**config.mk**
```make
export PLATFORM = sky130hd
export DESIGN_NAME = load_store_ctrl_flat
export DESIGN_NICKNAME = d
export VERILOG_FILES = /design/src/rtl/load_store_ctrl_pkg.sv /design/src/rtl/load_store_ctrl_if.sv /design/src/rtl/load_store_ctrl_align.sv /design/src/rtl/load_store_ctrl.sv /design/src/flat_wrapper.sv
export SDC_FILE = /design/constraint.sdc
export NUM_CORES = 1
export LEC_CHECK = 0
export CELL_PAD_IN_SITES_DETAIL_PLACEMENT = 1
export CELL_PAD_IN_SITES_GLOBAL_PLACEMENT = 1
export CORE_MARGIN = 3
export CORE_UTILIZATION = 43
export CTS_CLUSTER_DIAMETER = 30
export DETAILED_ROUTE_END_ITERATION = 16
export PLACE_DENSITY_LB_ADDON = 0.1
export SLEW_MARGIN = 10
export SYNTH_ARGS = -nofsm -noshare
export SYNTH_HDL_FRONTEND = slang
export SYNTH_SLANG_ARGS = --single-unit
```
**constraint.sdc**
```tcl
create_clock -name clk -period 12.3 [get_ports clk]
set_input_delay 1.845 -clock clk [delete_from_list [all_inputs] [get_ports clk]]
set_output_delay 1.845 -clock clk [all_outputs]
set_load 0.005 [all_outputs]
```
**src/rtl/load_store_ctrl_pkg.sv**
```systemverilog
// rtl/load_store_ctrl_pkg.sv - shared types and helpers for the load/store controller
//
// Purpose: access-width encoding, controller state type, output-port address
// default and the access-size helper used by the controller and its aligner.
// Ports: none (package).
package LOAD_STORE_FNS;

  localparam logic [31:0] OUTPORT_ADDR = 32'h0000fffc;

  typedef enum logic [2:0] {
    F3_BYTE   = 3'b000,
    F3_HALF   = 3'b001,
    F3_WORD   = 3'b010,
    F3_BYTE_U = 3'b100,
    F3_HALF_U = 3'b101
  } funct3_t;

  typedef enum logic [1:0] {
    IDLE,
    ACC0,
    ACC1,
    RESP
  } lsu_state_t;

  // Access size in bytes; 0 marks an illegal encoding.
  function automatic logic [2:0] access_size(input logic [2:0] f3);
    case (f3)
      F3_BYTE, F3_BYTE_U: return 3'd1;
      F3_HALF, F3_HALF_U: return 3'd2;
      F3_WORD:            return 3'd4;
      default:            return 3'd0;
    endcase
  endfunction

endpackage

```
**src/rtl/load_store_ctrl_if.sv**
```systemverilog
// rtl/load_store_ctrl_if.sv - core request/response and data-memory bus bundle
//
// Purpose: groups the core-side req/resp handshake and the word-wide memory
// req/ack bus. slave = controller view, master = core + memory view.
// Signals: req_valid/req_ready/req_is_store/req_funct3/req_addr/req_wdata,
// resp_valid/resp_rdata/resp_err, mem_req/mem_we/mem_addr/mem_be/mem_wdata,
// mem_ack/mem_rdata.
interface load_store_ctrl_if;
  logic        req_valid;
  logic        req_ready;
  logic        req_is_store;
  logic [2:0]  req_funct3;
  logic [31:0] req_addr;
  logic [31:0] req_wdata;
  logic        resp_valid;
  logic [31:0] resp_rdata;
  logic        resp_err;
  logic        mem_req;
  logic        mem_we;
  logic [31:0] mem_addr;
  logic [3:0]  mem_be;
  logic [31:0] mem_wdata;
  logic        mem_ack;
  logic [31:0] mem_rdata;

  modport slave (
    input  req_valid, req_is_store, req_funct3, req_addr, req_wdata,
    input  mem_ack, mem_rdata,
    output req_ready, resp_valid, resp_rdata, resp_err,
    output mem_req, mem_we, mem_addr, mem_be, mem_wdata
  );

  modport master (
    output req_valid, req_is_store, req_funct3, req_addr, req_wdata,
    output mem_ack, mem_rdata,
    input  req_ready, resp_valid, resp_rdata, resp_err,
    input  mem_req, mem_we, mem_addr, mem_be, mem_wdata
  );
endinterface

```
**src/rtl/load_store_ctrl_align.sv**
```systemverilog
// rtl/load_store_ctrl_align.sv - combinational lane steering and load extension
//
// Purpose: store data/byte-mask placement across a two-word window and load
// extraction with sign/zero extension.
// Ports: funct3, off (byte offset), wdata (right-justified store data),
// lo/hi (first/second memory words) -> st_data (64-bit lane data),
// st_mask (8-bit byte mask), ld_data (extended load result).
module lsu_align
  import LOAD_STORE_FNS::*;
(
  input  logic [2:0]  funct3,
  input  logic [1:0]  off,
  input  logic [31:0] wdata,
  input  logic [31:0] lo,
  input  logic [31:0] hi,
  output logic [63:0] st_data,
  output logic [7:0]  st_mask,
  output logic [31:0] ld_data
);
  logic [3:0]  size_mask;
  logic [31:0] shifted;

  always_comb begin
    case (access_size(funct3))
      3'd1:    size_mask = 4'b0001;
      3'd2:    size_mask = 4'b0011;
      3'd4:    size_mask = 4'b1111;
      default: size_mask = 4'b0000;
    endcase

    st_data = {32'h0, wdata} << {off, 3'b000};
    st_mask = {4'h0, size_mask} << off;

    shifted = 32'({hi, lo} >> {off, 3'b000});

    case (funct3)
      F3_BYTE:   ld_data = {{24{shifted[7]}}, shifted[7:0]};
      F3_HALF:   ld_data = {{16{shifted[15]}}, shifted[15:0]};
      F3_WORD:   ld_data = shifted;
      F3_BYTE_U: ld_data = {24'h0, shifted[7:0]};
      F3_HALF_U: ld_data = {16'h0, shifted[15:0]};
      default:   ld_data = 32'h0;
    endcase
  end
endmodule

```
**src/rtl/load_store_ctrl.sv**
```systemverilog
// rtl/load_store_ctrl.sv - LOAD/STORE sequencer with misaligned split and output port
//
// Purpose: accepts one access at a time from the core, runs one or two word
// transactions on the data memory (req/ack), assembles/extends load data and
// owns the output-port register at OUTPORT_ADDR (bypasses the memory).
// Ports: clk, rst (async active-high), bus (load_store_ctrl_if.slave: core
// req/resp and memory bus), outport (output-port register).
module load_store_ctrl #(
  parameter logic [31:0] OUTPORT_ADDR     = LOAD_STORE_FNS::OUTPORT_ADDR,
  parameter bit          ALLOW_MISALIGNED = 1'b1
) (
  input  logic                clk,
  input  logic                rst,
  load_store_ctrl_if.slave    bus,
  output logic [31:0]         outport
);
  import LOAD_STORE_FNS::lsu_state_t;
  import LOAD_STORE_FNS::IDLE;
  import LOAD_STORE_FNS::ACC0;
  import LOAD_STORE_FNS::ACC1;
  import LOAD_STORE_FNS::RESP;
  import LOAD_STORE_FNS::access_size;

  lsu_state_t  state_q, state_d;
  logic        is_store_q, err_q, cross_q;
  logic [2:0]  funct3_q;
  logic [31:0] addr_q, wdata_q, lo_q, hi_q, resp_rdata_q;

  logic        accept, req_illegal, req_cross, req_err;
  logic [2:0]  req_size;
  logic        in_acc, bypass, done;
  logic [31:0] acc_addr, rd_word, lo_in, hi_in, ld_data, lane_wdata;
  logic [3:0]  lane_be;
  logic [63:0] st_data;
  logic [7:0]  st_mask;

  always_comb begin
    req_size    = access_size(bus.req_funct3);
    req_illegal = (req_size == 3'd0);
    req_cross   = (({1'b0, bus.req_addr[1:0]} + req_size) > 3'd4);
    req_err     = req_illegal || (req_cross && !ALLOW_MISALIGNED);
    accept      = (state_q == IDLE) && bus.req_valid;
  end

  always_comb begin
    in_acc     = (state_q == ACC0) || (state_q == ACC1);
    acc_addr   = {addr_q[31:2], 2'b00} + ((state_q == ACC1) ? 32'd4 : 32'd0);
    // The output-port word never reaches memory; it completes immediately.
    bypass     = in_acc && (acc_addr == OUTPORT_ADDR);
    done       = bypass || (in_acc && bus.mem_ack);
    rd_word    = bypass ? outport : bus.mem_rdata;
    // Present the word arriving this cycle so the final result can be
    // registered on the completing edge.
    lo_in      = (state_q == ACC0) ? rd_word : lo_q;
    hi_in      = (state_q == ACC1) ? rd_word : hi_q;
    lane_be    = (state_q == ACC1) ? st_mask[7:4] : st_mask[3:0];
    lane_wdata = (state_q == ACC1) ? st_data[63:32] : st_data[31:0];
  end

  lsu_align u_align (
    .funct3  (funct3_q),
    .off     (addr_q[1:0]),
    .wdata   (wdata_q),
    .lo      (lo_in),
    .hi      (hi_in),
    .st_data (st_data),
    .st_mask (st_mask),
    .ld_data (ld_data)
  );

  always_comb begin
    state_d = state_q;
    case (state_q)
      IDLE: if (accept) state_d = req_err ? RESP : ACC0;
      ACC0: if (done) state_d = cross_q ? ACC1 : RESP;
      ACC1: if (done) state_d = RESP;
      RESP: state_d = IDLE;
      default: state_d = IDLE;
    endcase
  end

  always_ff @(posedge clk or posedge rst) begin
    if (rst) begin
      state_q      <= IDLE;
      is_store_q   <= 1'b0;
      err_q        <= 1'b0;
      cross_q      <= 1'b0;
      funct3_q     <= 3'b000;
      addr_q       <= 32'h0;
      wdata_q      <= 32'h0;
      lo_q         <= 32'h0;
      hi_q         <= 32'h0;
      resp_rdata_q <= 32'h0;
      outport      <= 32'h0;
    end else begin
      state_q <= state_d;
      if (accept) begin
        is_store_q <= bus.req_is_store;
        funct3_q   <= bus.req_funct3;
        addr_q     <= bus.req_addr;
        wdata_q    <= bus.req_wdata;
        err_q      <= req_err;
        cross_q    <= req_cross;
        hi_q       <= 32'h0;
        if (req_err) resp_rdata_q <= 32'h0;
      end
      if (done) begin
        if (state_q == ACC0) lo_q <= rd_word;
        else                 hi_q <= rd_word;
        if (state_d == RESP) resp_rdata_q <= is_store_q ? 32'h0 : ld_data;
        if (bypass && is_store_q) begin
          for (int i = 0; i < 4; i++) begin
            if (lane_be[i]) outport[8*i +: 8] <= lane_wdata[8*i +: 8];
          end
        end
      end
    end
  end

  assign bus.req_ready  = (state_q == IDLE);
  assign bus.resp_valid = (state_q == RESP);
  assign bus.resp_err   = (state_q == RESP) && err_q;
  assign bus.resp_rdata = resp_rdata_q;
  assign bus.mem_req    = in_acc && !bypass;
  assign bus.mem_we     = in_acc && is_store_q;
  assign bus.mem_addr   = in_acc ? acc_addr : 32'h0;
  assign bus.mem_be     = in_acc ? lane_be : 4'h0;
  assign bus.mem_wdata  = (in_acc && is_store_q) ? lane_wdata : 32'h0;

endmodule

```
**src/flat_wrapper.sv**
```systemverilog
// flat-port wrapper written by rule: the top's interface ports become plain ports
module load_store_ctrl_flat import LOAD_STORE_FNS::lsu_state_t; import LOAD_STORE_FNS::IDLE; import LOAD_STORE_FNS::ACC0; import LOAD_STORE_FNS::ACC1; import LOAD_STORE_FNS::RESP; import LOAD_STORE_FNS::access_size;
#(
  parameter logic [31:0] OUTPORT_ADDR     = LOAD_STORE_FNS::OUTPORT_ADDR,
  parameter bit          ALLOW_MISALIGNED = 1'b1
)
  (clk, rst, outport, bus_req_valid, bus_req_is_store, bus_req_funct3, bus_req_addr, bus_req_wdata, bus_mem_ack, bus_mem_rdata, bus_req_ready, bus_resp_valid, bus_resp_rdata, bus_resp_err, bus_mem_req, bus_mem_we, bus_mem_addr, bus_mem_be, bus_mem_wdata);
  load_store_ctrl_if bus_i ();
  input  logic clk;
  input  logic rst;
  output logic [31:0] outport;
  input wire logic [$bits(bus_i.req_valid)-1:0] bus_req_valid;
  input wire logic [$bits(bus_i.req_is_store)-1:0] bus_req_is_store;
  input wire logic [$bits(bus_i.req_funct3)-1:0] bus_req_funct3;
  input wire logic [$bits(bus_i.req_addr)-1:0] bus_req_addr;
  input wire logic [$bits(bus_i.req_wdata)-1:0] bus_req_wdata;
  input wire logic [$bits(bus_i.mem_ack)-1:0] bus_mem_ack;
  input wire logic [$bits(bus_i.mem_rdata)-1:0] bus_mem_rdata;
  output wire logic [$bits(bus_i.req_ready)-1:0] bus_req_ready;
  output wire logic [$bits(bus_i.resp_valid)-1:0] bus_resp_valid;
  output wire logic [$bits(bus_i.resp_rdata)-1:0] bus_resp_rdata;
  output wire logic [$bits(bus_i.resp_err)-1:0] bus_resp_err;
  output wire logic [$bits(bus_i.mem_req)-1:0] bus_mem_req;
  output wire logic [$bits(bus_i.mem_we)-1:0] bus_mem_we;
  output wire logic [$bits(bus_i.mem_addr)-1:0] bus_mem_addr;
  output wire logic [$bits(bus_i.mem_be)-1:0] bus_mem_be;
  output wire logic [$bits(bus_i.mem_wdata)-1:0] bus_mem_wdata;
  assign bus_i.req_valid = bus_req_valid;
  assign bus_i.req_is_store = bus_req_is_store;
  assign bus_i.req_funct3 = bus_req_funct3;
  assign bus_i.req_addr = bus_req_addr;
  assign bus_i.req_wdata = bus_req_wdata;
  assign bus_i.mem_ack = bus_mem_ack;
  assign bus_i.mem_rdata = bus_mem_rdata;
  assign bus_req_ready = bus_i.req_ready;
  assign bus_resp_valid = bus_i.resp_valid;
  assign bus_resp_rdata = bus_i.resp_rdata;
  assign bus_resp_err = bus_i.resp_err;
  assign bus_mem_req = bus_i.mem_req;
  assign bus_mem_we = bus_i.mem_we;
  assign bus_mem_addr = bus_i.mem_addr;
  assign bus_mem_be = bus_i.mem_be;
  assign bus_mem_wdata = bus_i.mem_wdata;
  load_store_ctrl #(.OUTPORT_ADDR(OUTPORT_ADDR), .ALLOW_MISALIGNED(ALLOW_MISALIGNED)) u_core (.clk(clk), .rst(rst), .bus(bus_i), .outport(outport));
endmodule
```
Yosys cells after proc, flatten, opt, wreduce, memory -nomap -nowiden. Cells that the tools add are included.

Output and inout port bits: 137. Register bits after elaboration: 200. Logic and storage cells: 85. Bits of input ports: 104.

Reduce and logical (&&, ||, !) cells: 22. Add/sub/neg operators: 2. Mux-type cells: 27. Shifts and indexed selects: 3. $lt $le $gt $ge: 1. Equality and inequality tests: 16.

Operators with widths (count): two-way mux 32 bit (14); one-hot mux 32 bit (5 select lines) (1); << shifter 32 x 5 -> 64 bit (1); right shift 64 x 5 -> 32 bit (1); adder 32 bit (1); equality test 32 x 16 -> 1 bit, second input constant (1); one-hot mux 3 bit (3 select lines) (2); equality test 3 bit, second input constant (5); one-hot mux 4 bit (3 select lines) (1); AND reduction 3 bit (4); equality test 3 x 1 -> 1 bit, second input constant (3); equality test 3 x 2 -> 1 bit, second input constant (3); zero test 3 bit (3); two-way mux 2 bit (4); two-way mux 4 bit (2); one-hot mux 2 bit (4 select lines) (1); OR reduction 2 bit (4); << shifter 4 x 2 -> 8 bit (1); logical AND 1 bit (7); equality test 2 bit, second input constant (3); adder 2 x 3 -> 3 bit (1); > comparator 3 bit, second input constant (1); two-way mux 3 bit (1); equality test 2 x 1 -> 1 bit, second input constant (1); other kinds (4) (5).

Logic depth before layout (Yosys ltp). Gate-level depths: netlist of run 1.

Word-level depth: 12. Depth in mapped cells: 18. Mapped depth without buffers: 14.

Hierarchy. A second synthesis of run 1 with hierarchy kept.

Cell total of the unflattened synthesis: 1402. Area total of the unflattened synthesis: 13454.2 um2.

By module, submodules not included: load_store_ctrl (times used 1, seq. area each 5004.8 um2, cells an instance 1146, area each 11478.5 um2); lsu_align (times used 1, seq. area each 0.0 um2, cells an instance 256, area each 1975.6 um2).

Least setup slack after synthesis of run 1. No wires, ideal clock.

Kind: register to output. Start: register u_core.state_q[0]. End: output port bus_mem_req. Buffers on the path: 0. Arrival: 2.904 ns. Cell stages (with the launch flop): 12. Setup slack: 7.551 ns. Cell sequence: dfrtp_1 -> inv_1 -> ha_1 -> ha_1 -> ha_1 -> nand4_1 -> or4_1 -> nor3_1 -> xnor2_1 -> nand3_1 -> nor3_1 -> nor2_1.

Longest elaborated chain between the ends: 7. Elaborated cells on any way between the ends: 9. Classes of those cells: 1 x add/sub; 3 x eq/ne; 1 x mux; 4 x reduce/logical.

Ends and longest elaborated chain: from (decl) (line load_store_ctrl.sv:24) `lsu_state_t state_q, state_d;`; from (signal assigned) (line load_store_ctrl.sv:96) `state_q <= state_d;`; equality test 2 bit (line load_store_ctrl.sv:46, load_store_ctrl.sv:47); two-way mux 3 bit (line load_store_ctrl.sv:47) `acc_addr = {addr_q[31:2], 2'b00} + ((state_q == ACC1) ? 32'd4 : 32'd0);`; adder 32 bit (line load_store_ctrl.sv:47); equality test 32 x 16 -> 1 bit (line load_store_ctrl.sv:49) `bypass = in_acc && (acc_addr == OUTPORT_ADDR);`; logical AND 1 bit (line load_store_ctrl.sv:49); zero test 1 bit (line load_store_ctrl.sv:124) `assign bus.mem_req = in_acc && !bypass;`; logical AND 1 bit * (line load_store_ctrl.sv:124); to (decl) (line flat_wrapper.sv:23) `output wire logic [$bits(bus_i.mem_req)-1:0] bus_mem_req;`.

Every way passes the cells marked *; elsewhere a longest branch is shown, timed or not.

Final worst setup path of run 1. Ends and elaborated chain as after synthesis.

==> impl_metrics.json, run 1 <==
{
  "portBuffers": 238,
  "htree_levels": 4,
  "synth_seq_cells": 192,
  "hp-start": "u_core.lo_q[16]",
  "setup_violations": 0,
  "drcViolationCount": 0,
  "layout.nets": 1580,
  "yosysSeqAreaShare_pct": 40.5,
  "maxCapViolCount": 0,
  "fin_crit_sh_pct": 60.9,
  "mostFrequentLayoutCells": "clkdlybuf4s50_1 (238), dfrtp_1 (190), nand2_1 (148), nor2_1 (121), o21ai_0 (103)",
  "p_leak_uw": 0.00590,
  "final_common_cell": "clkdlybuf4s50_1",
  "rsz0062_at_grt": "no",
  "hpwl_mm": 32.5,
  "power_uw": 3860,
  "overflow": 0,
  "cts.sink_count": 192,
  "crit_chain": "inv_1 -> ha_2 -> buf_4 -> ha_1 -> ha_1 -> nand4_1 -> or4_1 -> nor3_1 -> xnor2_1 -> nand3_1 -> nor3_1 -> nor2_1 -> clkdlybuf4s50_1",
  "rows": 60,
  "critPathLaunchType": "register",
  "finalHoldViolCount": 0,
  "fin_setup_tns_ps": 0,
  "vias_per_cell": 6.20,
  "status": "finished clean",
  "max-clock-path-buffers": 2,
  "p_per_area_nw_per_um2": 258,
  "cp_data_arrival_time_ps": 5650,
  "synth_cell_type_count": 80,
  "cp.required_ps": 10450,
  "antenna_found_initial": 6,
  "drtPass1Iterations": 5,
  "die_h_um": 172,
  "avgRoutedWirePerCell_um": 24.4,
  "dr_total_vias": 11297,
  "hold_end": "u_core.lo_q[16]",
  "grt_max_degree": 125,
  "dieWidth_um": 172,
  "cts_buffers": 17,
  "hold_buffers": 0,
  "gp_routability_congestion": 0.893,
  "hold_depth": 2,
  "routed_wl_mm": 44.6,
  "critPathKind": "register to output port",
  "drive_gt1_share_pct": 11.2,
  "cts-root-buf": "clkbuf_16",
  "slew_headroom_pct": 20.0,
  "start_util_pct": 43.9,
  "tightest_slew_ps": 1200,
  "min_path_type": "register to register",
  "drt_iter0_markers": 838,
  "cpPeakStageDelay_ps": 680,
  "syn_inst": 1308,
  "synth_edf_count": 0,
  "rr_worst_depth": 15,
  "grt_pass1_wl_mm": 68.7,
  "nFillCells": 3061,
  "period_minus_slack_ps": 7490,
  "drtAntennaViolNets": 0,
  "cts_setup_buffers": 0,
  "final_util_pct": 55.4,
  "synthFlopType": "dfrtp_1",
  "cts_resized": 0,
  "async_flop_share_pct": 100,
  "end_kind": "output port",
  "ioPinCount": 241,
  "ir_drop_mv": 0.110,
  "clock_latency_ps": 450,
  "r2r_end": "u_core.bus.resp_rdata[19]",
  "yosys_warnings": 0,
  "r2r_slack_ps": 5840,
  "synthesis.area_um2": 11900,
  "die_area_um2": 29600,
  "area_growth_pct": 26.1,
  "worstSetupStartpoint": "u_core.state_q[0]",
  "r2r-start": "u_core.state_q[0]",
  "drv_slew": 0,
  "core_area_um2": 27000,
  "tritoncts": "built",
  "grtUsageTotal_pct": 30.2,
  "grt_pass1_vias": 11712,
  "fin_cells": 1823,
  "finalClockSkew_ps": 17.7,
  "path_max_fanout": 56,
  "slowest_stage": "nor3_1",
  "avgSynthCellArea_um2": 9.07,
  "max_freq_ghz": 0.134,
  "clkTransAtPathRegs_ps": 80,
  "numPlacedInstances": 1788
}
==> synth_stat cells, types with 4 or more instances <==
cell type  instances  area (µm²)
and4_1             4        35.0
a21o_1            16         120
or4_1             10        75.1
clkbuf_1          85         319
nor3_1            22         110
dfrtp_1          192        4800
a22oi_1           14         105
o21bai_1           6        45.0
o211ai_1           8        60.1
and2_1            29         181
mux2i_1           48         480
nor4_1            13        81.3
a21oi_1           37         185
ha_1               9         113
a211oi_1          29         218
nor2_1           121         454
o2111ai_1         18         158
o31ai_1           15         113
mux4_2             8         180
buf_1              6        22.5
a32o_1             7        70.1
xnor2_1           20         175
nand3_1           60         300
xor2_1             7        61.3
buf_2             14        70.1
o22a_1            11        96.3
buf_4              6        45.0
a211o_1           12         105
o41ai_1            7        61.3
inv_1             23        86.3
o21ai_0          104         521
o22ai_1           10        62.6
nand4_1           13        81.3
nand2_1          148         556
a31oi_1           17         106
or3_1             10        62.6
mux2_2            82         923
==> cells by family after synthesis <==
logic type,count (synthesis),share of synthesized area [%]
buffers and inverters,139,4.87
xor gates and xnor gates,27,1.99
DFF,192,40.5
other,1,0.0316
muxes,138,13.3
AOI/OAI and AO/OA,347,20.0
adders and majority gates,10,1.12
and+or+nand+nor,454,18.2
==> layer usage <==
layer  up-vias  share of wire, %  track usage (%)
li1       5118                 -                -
met1      5705                44             40.2
met2       387                47             48.5
met3        83               5.9             6.93
met4         4               3.0             10.7
met5         -             0.076                0
==> state kept, by name, summed over array words and instances, names as in the netlist, 2 cells and up <==
signal / count
u_core.addr_q: 32
u_core.bus.resp_rdata: 32
u_core.lo_q: 32
u_core.outport: 32
u_core.wdata_q: 32
u_core.hi_q: 24
u_core.funct3_q: 3
u_core.state_q: 2
==> where the power goes <==
part           total (µW)  internal (µW)  switching [µW]
Sequential           1170            879             290
Clock                 599            312             287
Combinational        2090            926            1170
Total                3860           2120            1750
==> worst max-delay path by stage <==
| stage | endpoint | slack (ps) | depth (start not counted) |
|---|---|---|---|
| detailed placement | bus_mem_req | 5320 | 13 |
| global route | bus_mem_req | 4430 | 13 |
| global placement | bus_mem_req | 5470 | 13 |
| finish | bus_mem_req | 4810 | 13 |
| floorplan | u_core.addr_q[0] | 5230 | 1 |
| CTS | bus_mem_req | 4830 | 13 |
==> critical path, delay by kind of cell, from the launching register on <==
family	cells	cell delay (ps)
buffers and inverters	3	1150
adders and majority gates	3	700
and+or+nand+nor	6	2600
xor gates and xnor gates	1	230
DFF	1	440
==> final cells by class <==
type	instances	area, µm²	share of cell area, %
Multi-Input combinational cell	978	6510	43.5
Clock buffer	17	425	2.84
Antenna cell	3	7.51	0.0502
Timing Repair Buffer	252	2490	16.6
Clock inverter	15	194	1.30
Sequential cell	192	4810	32.1
Inverter	25	101	0.677
Tap cell	341	427	2.85
==> through the flow <==
stage          hold WS (ps)  instance area (µm²)  setup WS [ps]
6_report                486                15000           4810
5_1_grt                 511                15000           4430
4_1_cts                 486                15000           4830
3_5_place_dp            467                14300           5320
3_3_place_gp            459                14300           5470
2_1_floorplan           439                11900           5230
Note: power is estimated with default switching activity, not from simulation.
==> run 2: changes to the inputs <==
--- a/config.mk
+++ b/config.mk
@@ -8,7 +8,7 @@
 export CELL_PAD_IN_SITES_DETAIL_PLACEMENT = 1
 export CELL_PAD_IN_SITES_GLOBAL_PLACEMENT = 1
 export CORE_MARGIN = 3
-export CORE_UTILIZATION = 43
+export CORE_UTILIZATION = 40
 export CTS_CLUSTER_DIAMETER = 30
 export DETAILED_ROUTE_END_ITERATION = 16
 export PLACE_DENSITY_LB_ADDON = 0.1
==> constraint.sdc (replaced) <==
create_clock -name clk -period 7.2 [get_ports clk]
set_input_delay 1.08 -clock clk [delete_from_list [all_inputs] [get_ports clk]]
set_output_delay 1.08 -clock clk [all_outputs]
set_load 0.005 [all_outputs]
==> run 2 against run 1 <==
Via count decreased by 0.13%. Global-route usage decreased by 1.4 points. Hold slack got worse by 0.72 ps. Clock power increased by 69%. Utilization decreased by 3.5 points. Critical path depth unchanged.
==> impl_metrics.json, run 2 (synthesis results as in run 1) <==
{
  "status": "finished clean",
  "fin_cells": 1867,
  "critPathKind": "register to output port",
  "r2r_end": "u_core.bus.resp_rdata[27]",
  "avgRoutedWirePerCell_um": 24.4,
  "finalClockSkew_ps": 18.6,
  "dieWidth_um": 178,
  "slew_headroom_pct": 19.8,
  "die_area_um2": 31800,
  "power_uw": 6620,
  "grtUsageTotal_pct": 28.8,
  "layout.nets": 1582,
  "routed_wl_mm": 45.5,
  "drtAntennaViolNets": 0,
  "r2r-start": "u_core.state_q[0]",
  "cp_data_arrival_time_ps": 5240,
  "max_freq_ghz": 0.158,
  "cts-root-buf": "clkbuf_16",
  "busiest_layer": "met2",
  "hpwl_mm": 33.5,
  "htree_levels": 4,
  "grt_max_degree": 88,
  "finalHoldViolCount": 0,
  "slowest_stage": "nor4_1",
  "period_minus_slack_ps": 6320,
  "nFillCells": 3306,
  "cpPeakStageDelay_ps": 600,
  "gp_routability_congestion": 0.903,
  "clock_latency_ps": 460,
  "cts_setup_buffers": 0,
  "hold_depth": 2,
  "tightest_slew_ps": 1200,
  "core_area_um2": 28900,
  "p_leak_uw": 0.00590,
  "fin_setup_tns_ps": 0,
  "drive_gt1_share_pct": 11.3,
  "maxCapViolCount": 0,
  "cts_buffers": 17,
  "path_max_fanout": 55,
  "crit_chain": "inv_1 -> ha_2 -> buf_4 -> ha_1 -> and2_1 -> nand2_1 -> nor4_1 -> mux2_2 -> o2111ai_2 -> buf_4 -> nor3_1 -> nor2_1 -> clkdlybuf4s50_1",
  "rr_worst_depth": 16,
  "drcViolationCount": 0,
  "crit_buf_inv": 4,
  "fin_crit_sh_pct": 87.8,
  "crit_family": "simple AND/OR/NAND/NOR gates",
  "end_kind": "output port",
  "start_util_pct": 41.0,
  "critPathLaunchType": "register",
  "numPlacedInstances": 1833,
  "use_met2_pct": 44.8,
  "hold_buffers": 0,
  "cts.sink_count": 192,
  "vias_per_cell": 6.04,
  "drtPass1Iterations": 5,
  "area_growth_pct": 26.5,
  "setup_violations": 0,
  "tritoncts": "built",
  "drt_iter0_markers": 781,
  "hold_end": "u_core.lo_q[6]",
  "ir_drop_mv": 0.194,
  "global_route.usage.met3_pct": 5.47,
  "mostFrequentLayoutCells": "clkdlybuf4s50_1 (238), dfrtp_1 (190), nand2_1 (148), nor2_1 (121), o21ai_0 (103)",
  "clkTransAtPathRegs_ps": 80,
  "die_h_um": 178,
  "drv_slew": 0,
  "p_per_area_nw_per_um2": 441,
  "ioPinCount": 241,
  "portBuffers": 238,
  "overflow": 0,
  "rsz0062_at_grt": "no",
  "cts_resized": 0,
  "grt_pass1_wl_mm": 70.2,
  "worst_path_most_repeated_cell": "buf_4",
  "dr_total_vias": 11282,
  "rows": 62,
  "max-clock-path-buffers": 2,
  "hp-start": "u_core.lo_q[6]",
  "worstSetupStartpoint": "u_core.state_q[0]",
  "grt_pass1_vias": 11466,
  "antenna_found_initial": 5,
  "cp.required_ps": 6120,
  "r2r_slack_ps": 1210,
  "min_path_type": "register to register",
  "final_common_cell": "clkdlybuf4s50_1",
  "met1_usage_pct": 41.2
}
==> run 2: layout make-up <==
class | instances | area (µm²) | share of cell area (%)
diodes | 2 | 5.00 | 0.0333
clock buffers | 18 | 439 | 2.93
clock inverters | 14 | 171 | 1.14
inverters | 25 | 101 | 0.675
multi-input cells | 978 | 6500 | 43.3
flip-flops and latches | 192 | 4810 | 32.0
well taps | 384 | 480 | 3.20
repair buffers | 254 | 2500 | 16.7
==> run 2: layer usage <==
layer | routed length, µm | vias up
met1 | 20900 | 5719
li1 | - | 5116
met2 | 20900 | 375
met4 | 1040 | 6
met3 | 2580 | 66
met5 | 60 | -
==> run 2: stage by stage <==
stage	util, %	hold slack, ps	worst slack (ps)	area (µm²)
4_1_cts	51.9	489	964	15000
3_5_place_dp	49.8	471	1420	14400
2_1_floorplan	-	439	893	11900
5_1_grt	51.9	502	564	15000
3_3_place_gp	49.8	461	1410	14400
6_report	51.9	485	876	15000
==> run 2: how the worst max path moves through the flow <==
stage	to	slack (ps)	depth (start not counted)
finish	bus_mem_req	880	13
global route	bus_mem_req	560	13
CTS	bus_mem_req	960	13
detailed placement	u_core.bus.resp_rdata[27]	1420	16
global placement	u_core.bus.resp_rdata[27]	1410	16
floorplan	u_core.addr_q[0]	890	1
==> run 2: worst reg2reg max path, stage by stage, from the launching register on <==
cell and delay [ps]:
dfrtp_1 430, inv_1 130, ha_2 240, buf_4 570
ha_1 340, and2_1 340, nand2_1 190, nor4_1 600
mux2_2 330, o2111ai_2 100, buf_4 280, nor4_4 240
buf_4 400, mux2i_1 760, o2111ai_1 210, a22oi_1 560
o211ai_2 130
==> run 2: power by group <==
group          switching [µW]  internal, µW  total [µW]
Combinational            2020          1590        3610
Clock                     504           509        1010
Sequential                495          1500        2000
==> run 3: changes to the inputs <==
==> constraint.sdc (replaced) <==
create_clock -name clk -period 6.35 [get_ports clk]
set_input_delay 0.9525 -clock clk [delete_from_list [all_inputs] [get_ports clk]]
set_output_delay 0.9525 -clock clk [all_outputs]
set_load 0.005 [all_outputs]
==> run 3 against run 2 <==
Sequential power is 13% higher. Design area grew 0.10%. Die area did not move. Critical endpoint is now u_core.bus.resp_rdata[30]. Highest routed layer unchanged.
==> impl_metrics.json, run 3 (synthesis results as in run 1) <==
{
  "slowest_stage": "or4_1",
  "nFillCells": 3296,
  "mostFrequentLayoutCells": "clkdlybuf4s50_1 (238), dfrtp_1 (190), nand2_1 (148), nor2_1 (121), o21ai_0 (103)",
  "finalHoldViolCount": 0,
  "max_freq_ghz": 0.183,
  "fin_crit_sh_pct": 86.1,
  "cts-root-buf": "clkbuf_16",
  "ir_drop_mv": 0.239,
  "finalClockSkew_ps": 10.7,
  "min_path_type": "register to register",
  "htree_levels": 4,
  "rsz0062_at_grt": "no",
  "grtUsageTotal_pct": 28.8,
  "cts_resized": 0,
  "ioPinCount": 241,
  "path_max_fanout": 16,
  "maxCapViolCount": 0,
  "overflow": 0,
  "area_growth_pct": 26.6,
  "setup_violations": 0,
  "clock_latency_ps": 440,
  "critPathLaunchType": "register",
  "drtAntennaViolNets": 0,
  "grt_pass1_wl_mm": 69.9,
  "crit_family": "simple AND/OR/NAND/NOR gates",
  "ff_latch_area_um2": 4810,
  "avgRoutedWirePerCell_um": 24.2,
  "worst_path_most_repeated_cell": "or4_1",
  "crit_chain": "inv_1 -> ha_2 -> ha_1 -> ha_1 -> nand4_1 -> or4_1 -> nor3_1 -> xnor2_1 -> nand3_1 -> or4_1 -> a311oi_2 -> nor4_1 -> or4_1 -> o311ai_0",
  "die_area_um2": 31800,
  "numPlacedInstances": 1845,
  "tritoncts": "built",
  "power_uw": 7380,
  "p_per_area_nw_per_um2": 491,
  "start_util_pct": 41.0,
  "drcViolationCount": 0,
  "p_leak_uw": 0.00593,
  "dr_total_vias": 11326,
  "cts_buffers": 17,
  "vias_per_cell": 6.03,
  "cts_setup_buffers": 0,
  "period_minus_slack_ps": 5470,
  "max-clock-path-buffers": 2,
  "end_kind": "register",
  "tightest_slew_ps": 1010,
  "cp_data_arrival_time_ps": 5780,
  "drive_gt1_share_pct": 11.8,
  "status": "finished clean",
  "place_area_um2": 14500,
  "critPathKind": "register to register",
  "cts.sink_count": 192,
  "hold_buffers": 0,
  "drt_iter0_markers": 823,
  "rows": 62,
  "cp.required_ps": 6660,
  "multi_input_area_um2": 6500,
  "gp_routability_congestion": 0.874,
  "busiest_layer": "met2",
  "routed_wl_mm": 45.5,
  "core_area_um2": 28900,
  "final_common_cell": "clkdlybuf4s50_1",
  "dieWidth_um": 178,
  "hold_slack_ps": 478,
  "die_h_um": 178,
  "antenna_found_initial": 8,
  "cpPeakStageDelay_ps": 920,
  "clkTransAtPathRegs_ps": 70,
  "drtPass1Iterations": 6,
  "slew_headroom_pct": 32.4,
  "hpwl_mm": 33.5,
  "drv_slew": 0,
  "crit_buf_inv": 1,
  "portBuffers": 238,
  "global_route.usage.met3_pct": 6.07,
  "stdcell_area_um2": 15000,
  "fin_cells": 1879,
  "met1_usage_pct": 41.1,
  "grt_pass1_vias": 11498,
  "use_met2_pct": 44.5,
  "layout.nets": 1594,
  "grt_max_degree": 88,
  "fin_setup_tns_ps": 0
}
[run 3: changes by cell type in the layout (fill, tap and decap cells not counted), moves of 2 or more]
cell / change
buf_4: +12
clkbuf_8: +2
inv_8: -6
clkbuf_1: +2
clkinv_2: +5
clkinv_8: -2
[run 3: area by class of cell]
cell class                 instances  share of cell area, %
timing repair buffer             266                   17.3
multi-input combinational        978                   43.3
sequential                       192                   32.0
clock inverter                     9                  0.391
inverter                          25                  0.674
tap                              384                   3.20
antenna                            3                 0.0500
clock buffer                      22                   3.16
[run 3: worst paths after layout]
| path | startpoint | end | slack (ps) | depth (start not counted) |
|---|---|---|---|---|
| min reg2reg | u_core.bus.resp_rdata[6] | u_core.bus.resp_rdata[6] | 480 | 2 |
| min in group asynchronous | rst | u_core.funct3_q[2] | 1010 | 2 |
| max in group asynchronous | rst | u_core.wdata_q[10] | 4030 | 3 |
| max | u_core.state_q[0] | u_core.bus.resp_rdata[30] | 880 | 14 |
| max reg2reg | u_core.state_q[0] | u_core.bus.resp_rdata[30] | 880 | 14 |
| min | u_core.bus.resp_rdata[6] | u_core.bus.resp_rdata[6] | 480 | 2 |
[run 3: layer usage]
layer  up-vias  part of all wire, %  routed length, µm
met4        10                  2.1                949
met5         -                 0.18                 83
met2       412                   46              20800
li1       5132                    -                  -
met3        59                  6.4               2910
met1      5713                   46              20800
[run 3: worst reg2reg max path: cells and delay by family (launching register included)]
| kind | cells | cell delay, ps |
|---|---|---|
| DFF | 1 | 450 |
| buffers and inverters | 1 | 150 |
| AOI/OAI and AO/OA | 2 | 600 |
| adders and majority gates | 3 | 720 |
| and+or+nand+nor | 7 | 3230 |
| xor gates and xnor gates | 1 | 230 |
[run 3: stage by stage]
stage / setup slack, ps / util, %
final: 882 / 51.9
after detailed placement: 1030 / 50.1
after CTS: 943 / 51.9
after floorplan: 170 / -
after global placement: 1240 / 50.1
after global routing: 497 / 51.9
[run 3: power breakdown]
part | switching (µW) | leakage (µW) | total, µW | internal (µW)
logic | 2270 | 0.00321 | 4090 | 1820
clock network | 490 | 0.000266 | 1020 | 531
registers | 563 | 0.00245 | 2270 | 1710
total | 3330 | 0.00593 | 7380 | 4060
